**src/rtl/data_mem_arb_pkg.sv**
```systemverilog
// Shared types and constants for the data memory arbiter.
package data_mem_arb_pkg;

    localparam int unsigned NUM_PORTS  = 2;
    localparam int unsigned WORD_SHIFT = 2;
    localparam int unsigned ADDR_W     = 32;
    localparam int unsigned DATA_W     = 32;

    typedef enum logic [1:0] {
        IDLE   = 2'd0,
        ACCESS = 2'd1,
        RESP   = 2'd2
    } arb_state_e;

    typedef struct packed {
        logic              we;
        logic [ADDR_W-1:0] addr;
        logic [DATA_W-1:0] wdata;
    } mem_req_t;

endpackage

```
**src/rtl/data_mem_arbiter_rr_arb2.sv**
```systemverilog
// Two-way round-robin picker: on contention the port equal to prio_i wins.
module rr_arb2 (
    input  logic [1:0] valid_i,
    input  logic       prio_i,
    output logic       sel_o,
    output logic       any_o
);

    always_comb begin
        any_o = |valid_i;
        sel_o = (&valid_i) ? prio_i : valid_i[1];
    end

endmodule

```
**src/rtl/data_mem_arbiter.sv**
```systemverilog
// Round-robin arbiter sharing one word-wide data memory between CPU (port 0) and DMA (port 1).
// Define DMA_ARB_STATS_EN to add grant/conflict/error counters as extra outputs.
module data_mem_arbiter
    import data_mem_arb_pkg::*;
#(
    parameter int unsigned DEPTH_WORDS = 16000,
    parameter int unsigned AW          = 32
) (
    input  logic          clk,
    input  logic          rst,
    input  logic          req0_valid,
    input  logic          req0_we,
    input  logic [AW-1:0] req0_addr,
    input  logic [31:0]   req0_wdata,
    output logic          rsp0_valid,
    output logic [31:0]   rsp0_rdata,
    output logic          rsp0_err,
    input  logic          req1_valid,
    input  logic          req1_we,
    input  logic [AW-1:0] req1_addr,
    input  logic [31:0]   req1_wdata,
    output logic          rsp1_valid,
    output logic [31:0]   rsp1_rdata,
    output logic          rsp1_err,
    output logic [31:0]   mem_A,
    output logic [31:0]   mem_WD,
    output logic          mem_WE,
    input  logic [31:0]   mem_RD
`ifdef DMA_ARB_STATS_EN
    ,
    output logic [31:0]   grant_cnt0,
    output logic [31:0]   grant_cnt1,
    output logic [31:0]   conflict_cnt,
    output logic [31:0]   err_cnt
`endif
);

    arb_state_e                       state_q, state_d;
    logic                             prio_q, sel_q;
    logic                             arb_sel, arb_any, latch_en, oor;
    mem_req_t                         req_q, req0, req1;
    logic [NUM_PORTS-1:0][DATA_W-1:0] rdata_q;
    logic [NUM_PORTS-1:0]             err_q;

    rr_arb2 u_arb (
        .valid_i ({req1_valid, req0_valid}),
        .prio_i  (prio_q),
        .sel_o   (arb_sel),
        .any_o   (arb_any)
    );

    always_comb begin
        req0 = '{we: req0_we, addr: ADDR_W'(req0_addr), wdata: req0_wdata};
        req1 = '{we: req1_we, addr: ADDR_W'(req1_addr), wdata: req1_wdata};
        oor  = (req_q.addr >> WORD_SHIFT) >= ADDR_W'(DEPTH_WORDS);
    end

    always_comb begin
        state_d  = state_q;
        latch_en = 1'b0;
        case (state_q)
            IDLE: begin
                if (arb_any) begin
                    latch_en = 1'b1;
                    state_d  = ACCESS;
                end
            end
            ACCESS:  state_d = RESP;
            RESP:    state_d = IDLE;
            default: state_d = IDLE;
        endcase
    end

    // Memory bus is driven straight from the latched request so it holds outside ACCESS.
    always_comb begin
        mem_A      = req_q.addr;
        mem_WD     = req_q.wdata;
        mem_WE     = (state_q == ACCESS) && req_q.we && !oor && !rst;
        rsp0_valid = (state_q == RESP) && !sel_q;
        rsp1_valid = (state_q == RESP) && sel_q;
        rsp0_rdata = rdata_q[0];
        rsp1_rdata = rdata_q[1];
        rsp0_err   = err_q[0];
        rsp1_err   = err_q[1];
    end

    always_ff @(posedge clk) begin
        if (rst) begin
            state_q <= IDLE;
            prio_q  <= 1'b0;
            sel_q   <= 1'b0;
            req_q   <= '0;
            rdata_q <= '0;
            err_q   <= '0;
        end else begin
            state_q <= state_d;
            if (latch_en) begin
                sel_q <= arb_sel;
                req_q <= arb_sel ? req1 : req0;
            end
            if (state_q == ACCESS) begin
                rdata_q[sel_q] <= (oor || req_q.we) ? '0 : mem_RD;
                err_q[sel_q]   <= oor;
                prio_q         <= ~sel_q;
            end
        end
    end

`ifdef DMA_ARB_STATS_EN
    logic [31:0] grant_cnt0_q, grant_cnt1_q, conflict_cnt_q, err_cnt_q;

    always_ff @(posedge clk) begin
        if (rst) begin
            grant_cnt0_q   <= '0;
            grant_cnt1_q   <= '0;
            conflict_cnt_q <= '0;
            err_cnt_q      <= '0;
        end else begin
            if (latch_en && !arb_sel) grant_cnt0_q <= grant_cnt0_q + 32'd1;
            if (latch_en && arb_sel)  grant_cnt1_q <= grant_cnt1_q + 32'd1;
            if (state_q == IDLE && req0_valid && req1_valid) conflict_cnt_q <= conflict_cnt_q + 32'd1;
            if (state_q == ACCESS && oor) err_cnt_q <= err_cnt_q + 32'd1;
        end
    end

    always_comb begin
        grant_cnt0   = grant_cnt0_q;
        grant_cnt1   = grant_cnt1_q;
        conflict_cnt = conflict_cnt_q;
        err_cnt      = err_cnt_q;
    end
`endif

endmodule

```
**config.mk**
```make
export PLATFORM = sky130hd
export DESIGN_NAME = data_mem_arbiter
export DESIGN_NICKNAME = d
export VERILOG_FILES = /design/src/rtl/data_mem_arb_pkg.sv /design/src/rtl/data_mem_arbiter_rr_arb2.sv /design/src/rtl/data_mem_arbiter.sv
export SDC_FILE = /design/constraint.sdc
export NUM_CORES = 1
export LEC_CHECK = 0
export CAP_MARGIN = 5
export CORE_MARGIN = 2
export CORE_UTILIZATION = 35
export CTS_CLUSTER_DIAMETER = 80
export DETAILED_ROUTE_END_ITERATION = 7
export GPL_TIMING_DRIVEN = 0
export MAX_ROUTING_LAYER = met4
export PLACE_DENSITY_LB_ADDON = 0.08
export SYNTH_ARGS = -nofsm -noshare
export SYNTH_HDL_FRONTEND = slang
export SYNTH_SLANG_ARGS = --single-unit
export TNS_END_PERCENT = 1
```
**constraint.sdc**
```tcl
create_clock -name clk -period 4.4 [get_ports clk]
set_input_delay 0.66 -clock clk [delete_from_list [all_inputs] [get_ports clk]]
set_output_delay 0.66 -clock clk [all_outputs]
set_load 0.03 [all_outputs]
```
**Yosys cells after proc, flatten, opt, wreduce, memory -nomap -nowiden**

Cells that the tools add are included.
W data, S select, Z words.

- Div/mod/pow operators: 0
- Equal/unequal tests: 3
- Order comparisons: 3
- $add $sub $neg: 0
- Muxes and demuxes: 13
- Reduce and logical (&&, ||, !) cells: 13
- $mul: 0
- Shifts and indexed selects: 0
- Bitwise logic cells: 1

Operator list:

| operator | number |
|---|---|
| $mux W65 | 1 |
| $bwmux W64 | 1 |
| $mux W32 | 2 |
| $demux W32 S1 | 1 |
| $ge A30 B14 Y1 const B | 1 |
| $logic_and A1 B1 Y1 | 6 |
| $mux W1 | 4 |
| $pmux W2 S2 | 1 |
| $logic_not A1 Y1 | 3 |
| $bwmux W2 | 1 |
| $eq A2 B1 Y1 const B | 1 |
| $eq A2 B2 Y1 const B | 1 |
| $logic_not A2 Y1 | 1 |
| $lt A1 B2 Y1 const B | 1 |
| $mux W2 | 1 |
| $ne A2 B2 Y1 const B | 1 |
| $reduce_and A2 Y1 | 1 |
| $reduce_or A2 Y1 | 1 |
| $demux W1 S1 | 1 |
| $ge A1 B1 Y1 const B | 1 |
| $logic_or A1 B1 Y1 | 1 |
| $not A1 Y1 | 1 |

- Register bits after elaboration: 135
- Memories: 0
- Memory bits (read-only): 0
- Output and inout port bits: 133
- Bits in latches: 0
- Memory bits (writable): 0

**Longest topological paths before layout**

Gate-level depths: netlist of the first run.

- Depth after elaboration: 5
- Gate-level depth with buffers: 7

**Cells and area by module**

From an unflattened synthesis of the first run, not the netlist that was laid out.

- Cell total of the unflattened synthesis: 698
- Area, all modules: 6717.7 µm²

Modules (own cells, without submodules):

| module | area each (µm²) | sequential area each (µm²) | instances | cells each |
|---|---|---|---|---|
| data_mem_arbiter | 6700.2 | 2702.6 | 1 | 695 |
| rr_arb2 | 17.5 | 0.0 | 1 | 3 |

**Least setup slack after synthesis of the first run**

Ideal clock, no wire load.

- Kind: reg2out
- From: register req_q (netlist bit mem_A[27])
- To: output port mem_WE
- Cell stages (with the launch flop): 6
- Buffers on the path: 2
- Data arrival time: 1974 ps
- Slack: 1766 ps
- Cells stage by stage: dfxtp_1 nor4_1 nand4_1 clkbuf_1 buf_1 nor3_1

- Longest elaborated chain between the ends: 4

RTL lines:

| what | RTL line | text |
|---|---|---|
| start: declaration | data_mem_arbiter.sv:41 | `mem_req_t req_q, req0, req1;` |
| start signal: assignment | data_mem_arbiter.sv:99 | `req_q <= arb_sel ? req1 : req0;` |
| $ge A30 B14 Y1 | data_mem_arbiter.sv:55 | `oor = (req_q.addr >> WORD_SHIFT) >= ADDR_W'(DEPTH_WORDS);` |
| $logic_not A1 Y1 | data_mem_arbiter.sv:78 | `mem_WE = (state_q == ACCESS) && req_q.we && !oor && !rst;` |
| $logic_and A1 B1 Y1 (2 in series) | data_mem_arbiter.sv:78 |  |
| end: declaration | data_mem_arbiter.sv:27 | `output logic mem_WE,` |

No other way between the ends.

**Worst setup path in the final report of the first run**

- From: register req_q (netlist bit mem_A[16])
- To: output port mem_WE

Same word-level chain as after synthesis.

==> impl_metrics.ini, run 1 <==
[placed_design]
buffer_ports.inserted = 298
finalWeightedCongestion = 0.831
dp_wirelength_mm = 19.1
placement.setup.worst_slack_ns = 0.816

[floorplanning]
core_outline_area_sq_mm = 0.0201
io_pins = 299
initial_core_util_pct = 35.5
die_h_um = 147
rows = 52
die_w_um = 147
design.die.area_sq_mm = 0.0216

[synth]
mappedNetlistArea_sq_mm = 0.00715
ys_ff_latch = 135
yosys.area.top_type_share_pct = 37.8
synth_area_leaders = sky130_fd_sc_hd__dfxtp_1 38%, sky130_fd_sc_hd__nand3b_1 17%, sky130_fd_sc_hd__a311oi_1 8.1%, sky130_fd_sc_hd__buf_4 6.7%, sky130_fd_sc_hd__o31ai_1 5.3%
count_of_synthesis_stage_warnings_from_yosys = 0
synth_cell_type_count = 34
postSynthAreaPerCell_sq_um = 9.00
postSynthNetCount = 960
synthCells = 794
yosys.area.top_type = sky130_fd_sc_hd__dfxtp_1
fraction_of_the_yosys_area_taken_by_sequential_cells_pct = 37.8

[routing]
detail_route.drc_violations = 0
routed_wirelength_mm = 25.9
routed_wire_length_per_instance_um = 18.5
per_cell_via_count_in_the_routed_design = 5.24
ant_nets = 0
route.vias.total = 7314
drt_iter0_drc = 349
iteration_count_of_the_initial_detailed_routing_pass = 7

[clock_network]
clock_path_buffers = 2
htree_num_levels = 4
clock_pin_transition_on_the_worst_setup_and_hold_timing_paths_ns = 0.06
inserted_clock_buffers = 17
clock-sinks = 135
tritoncts = yes
root_buffer = sky130_fd_sc_hd__clkbuf_16
clk-insertion-delay-late_ns = 0.42
postCtsSetupBuffers = 0
hold_buffers = 0
post_cts.resized_instances = 0

[setup_path]
crit_path_end_kind = output pin
crit_required_ns = 3.74
path_class = flip-flop to output pin
cp_slowest_cell = sky130_fd_sc_hd__clkdlybuf4s50_1
reg2regPathDepth = 5
worst_reg2reg_setup_slack_ns = 2.12
critical_path.max_stage_delay_ns = 0.73
cp_cell_sequence = nor4_1 > nand4_1 > clkbuf_1 > buf_1 > nor3_1 > clkdlybuf4s50_1
reg2reg_to = rsp0_rdata[13]
setup.worst_path.start_class = flip-flop
cp_top_family = buffers and inverters
timing.rr.start = mem_A[16]
cp.buffers_inverters = 3
worst-endpoint-arrival_ns = 3.44
critical_path.max_fanout = 10
crit_path_start = mem_A[16]

[timing]
whs_ns = 0.484
layout_setup_ws_ns = 0.299
setup-tns-final_ns = 0
setup_viol = 0
slew_at_the_pin_closest_to_its_max_slew_limit_ns = 0.789
period_share_pct = 93.2
slew_violations = 0
timing.max_slew.rel_slack_pct = 47.4
final_hold_viol_count = 0
timing.clock.skew_ns = 0.00921
rsz0062_at_grt = false
finalWorstPathRequiredPeriod_ns = 4.10
maximum_operating_frequency_mhz = 244

[job]
maxCapViolCount = 0

[global_routing]
grt_pass1_vias = 7217
grt.total_usage_pct = 24.1
grt_antenna_before_repair = 1
grt_overflow = 0
grt_start_max_net_pins = 17
grt_first_pass_wirelength_mm = 40.0

[worst_hold_path]
holdPathStages = 2
min_delay_worst_endpoint = rsp0_rdata[30]
hold_start = rsp0_rdata[30]
hold_path.class = flip-flop to flip-flop

[layout]
final_net_count = 1277
final_layout_size_suffix_gt1_share_pct = 10.6
fillers = 1918
synthToLayoutAreaGrowth_pct = 54.6

[power_and_ir_drop]
max-vdd-ir-drop_mv = 0.246
leakage_nw = 3.67
fin_total_pwr_w = 0.00375
power_density_mw_per_mm2 = 340

[outcome]
outcome = finished clean
## worst max-delay path by stage
stage	depth (start not counted)	end	slack (ns)
floorplan	5	mem_WE	1.77
global placement	6	mem_WE	0.82
detailed placement	6	mem_WE	0.82
CTS	6	mem_WE	0.35
global route	6	mem_WE	0.11
finish	6	mem_WE	0.30
## routing by layer
layer	global-route usage, %	routed length (um)	vias up
met5	-	0	-
met1	30.3	11200	3421
met3	5.87	1660	34
li1	-	-	3619
met4	7.07	497	0
met2	38.6	12500	240
## worst min-delay path, delay by kind of cell, from the launching register on
kind / cells / cell delay, ns
AO/OA/AOI/OAI: 1 / 0.06
flip-flops: 1 / 0.31
AND/OR/NAND/NOR: 1 / 0.07
## cells by family after synthesis
logic type / after synthesis / share of synthesized area [%]
and+or+nand+nor: 221 / 23.9
AOI/OAI and AO/OA: 267 / 25.5
buffers and inverters: 171 / 12.8
DFF: 135 / 37.8
## state kept, by name, summed over array words and instances, names as in the netlist
| signal | cells |
|---|---|
| req_q | 1 |
| mem_A | 32 |
| prio_q | 1 |
| state_q | 2 |
| mem_WD | 32 |
| rsp1_rdata | 32 |
| err_q | 2 |
| rsp0_rdata | 32 |
| sel_q | 1 |
## power breakdown
group | leakage [nW] | total [W] | switching (W) | internal [W]
Combinational | 2.29 | 0.000974 | 0.000496 | 0.000477
Sequential | 1.10 | 0.00135 | 0.0000497 | 0.00130
Clock | 0.275 | 0.00143 | 0.000591 | 0.000840
Total | 3.67 | 0.00375 | 0.00114 | 0.00262
## synthesized netlist by cell type, drive strengths merged
| library cell | instances |
|---|---|
| or3b | 1 |
| a21oi | 68 |
| and2 | 1 |
| or3 | 1 |
| buf | 79 |
| inv | 3 |
| or2 | 2 |
| nand4 | 1 |
| nor2 | 4 |
| a211oi | 1 |
| clkbuf | 89 |
| dfxtp | 135 |
| nor4 | 4 |
| a311oi | 66 |
| nor3b | 3 |
| nand3b | 163 |
| o211ai | 1 |
| nand2 | 1 |
| or4b | 32 |
| o31ai | 64 |
| and4 | 2 |
| nor4bb | 1 |
| nor2b | 1 |
| nand3 | 1 |
| o21a | 1 |
| o21ai | 66 |
| nor3 | 3 |
## final cells by class
cell class | instances | area [sq um] | area share, %
well taps | 270 | 338 | 3.06
multi-input cells | 488 | 3530 | 31.9
clock buffers | 18 | 429 | 3.88
diodes | 1 | 2.50 | 0.0226
flip-flops and latches | 135 | 2700 | 24.5
repair buffers | 298 | 2980 | 27.0
inverters | 3 | 11.3 | 0.102
plain buffers | 168 | 905 | 8.19
clock inverters | 14 | 151 | 1.37
## layout by cell type, fill, tap and decap left out, types with 4 or more instances in the layout
cell type,count
sky130_fd_sc_hd__clkdlybuf4s50_1,298
sky130_fd_sc_hd__nand3b_1,163
sky130_fd_sc_hd__dfxtp_1,135
sky130_fd_sc_hd__clkbuf_1,90
sky130_fd_sc_hd__a21oi_1,68
sky130_fd_sc_hd__a311oi_1,66
sky130_fd_sc_hd__buf_4,64
sky130_fd_sc_hd__o31ai_1,50
sky130_fd_sc_hd__o21ai_0,38
sky130_fd_sc_hd__or4b_1,32
sky130_fd_sc_hd__o21ai_1,28
sky130_fd_sc_hd__clkbuf_16,17
sky130_fd_sc_hd__o31ai_2,14
sky130_fd_sc_hd__buf_1,8
sky130_fd_sc_hd__nor4_1,4
sky130_fd_sc_hd__buf_6,4
sky130_fd_sc_hd__nor2_1,4
sky130_fd_sc_hd__clkinvlp_4,4
## through the flow
| stage | area, sq um | instances | utilization (%) |
|---|---|---|---|
| after floorplan | 7150 | 794 | - |
| after global placement | 10500 | 1362 | 52.1 |
| after detailed placement | 10500 | 1362 | 52.1 |
| after CTS | 11000 | 1394 | 55.0 |
| after global routing | 11100 | 1395 | 55.0 |
| final | 11100 | 1395 | 55.0 |
Note: power is estimated with default switching activity, not from simulation.
==> run 2, diff against run 1 <==
==> constraint.sdc (replaced) <==
create_clock -name clk -period 5 [get_ports clk]
set_input_delay 0.75 -clock clk [delete_from_list [all_inputs] [get_ports clk]]
set_output_delay 0.75 -clock clk [all_outputs]
set_load 0.03 [all_outputs]
==> results of run 2 <==
Same layout as run 1 (identical final DEF). Status: finished clean.
Main changes from that run: setup slack after placement 0.816 ns -> 1.28 ns; setup slack after layout 0.299 ns -> 0.809 ns; register-to-register setup slack 2.12 ns -> 2.72 ns; total power 0.00375 W -> 0.00330 W; worst IR drop on VDD 0.246 mV -> 0.216 mV
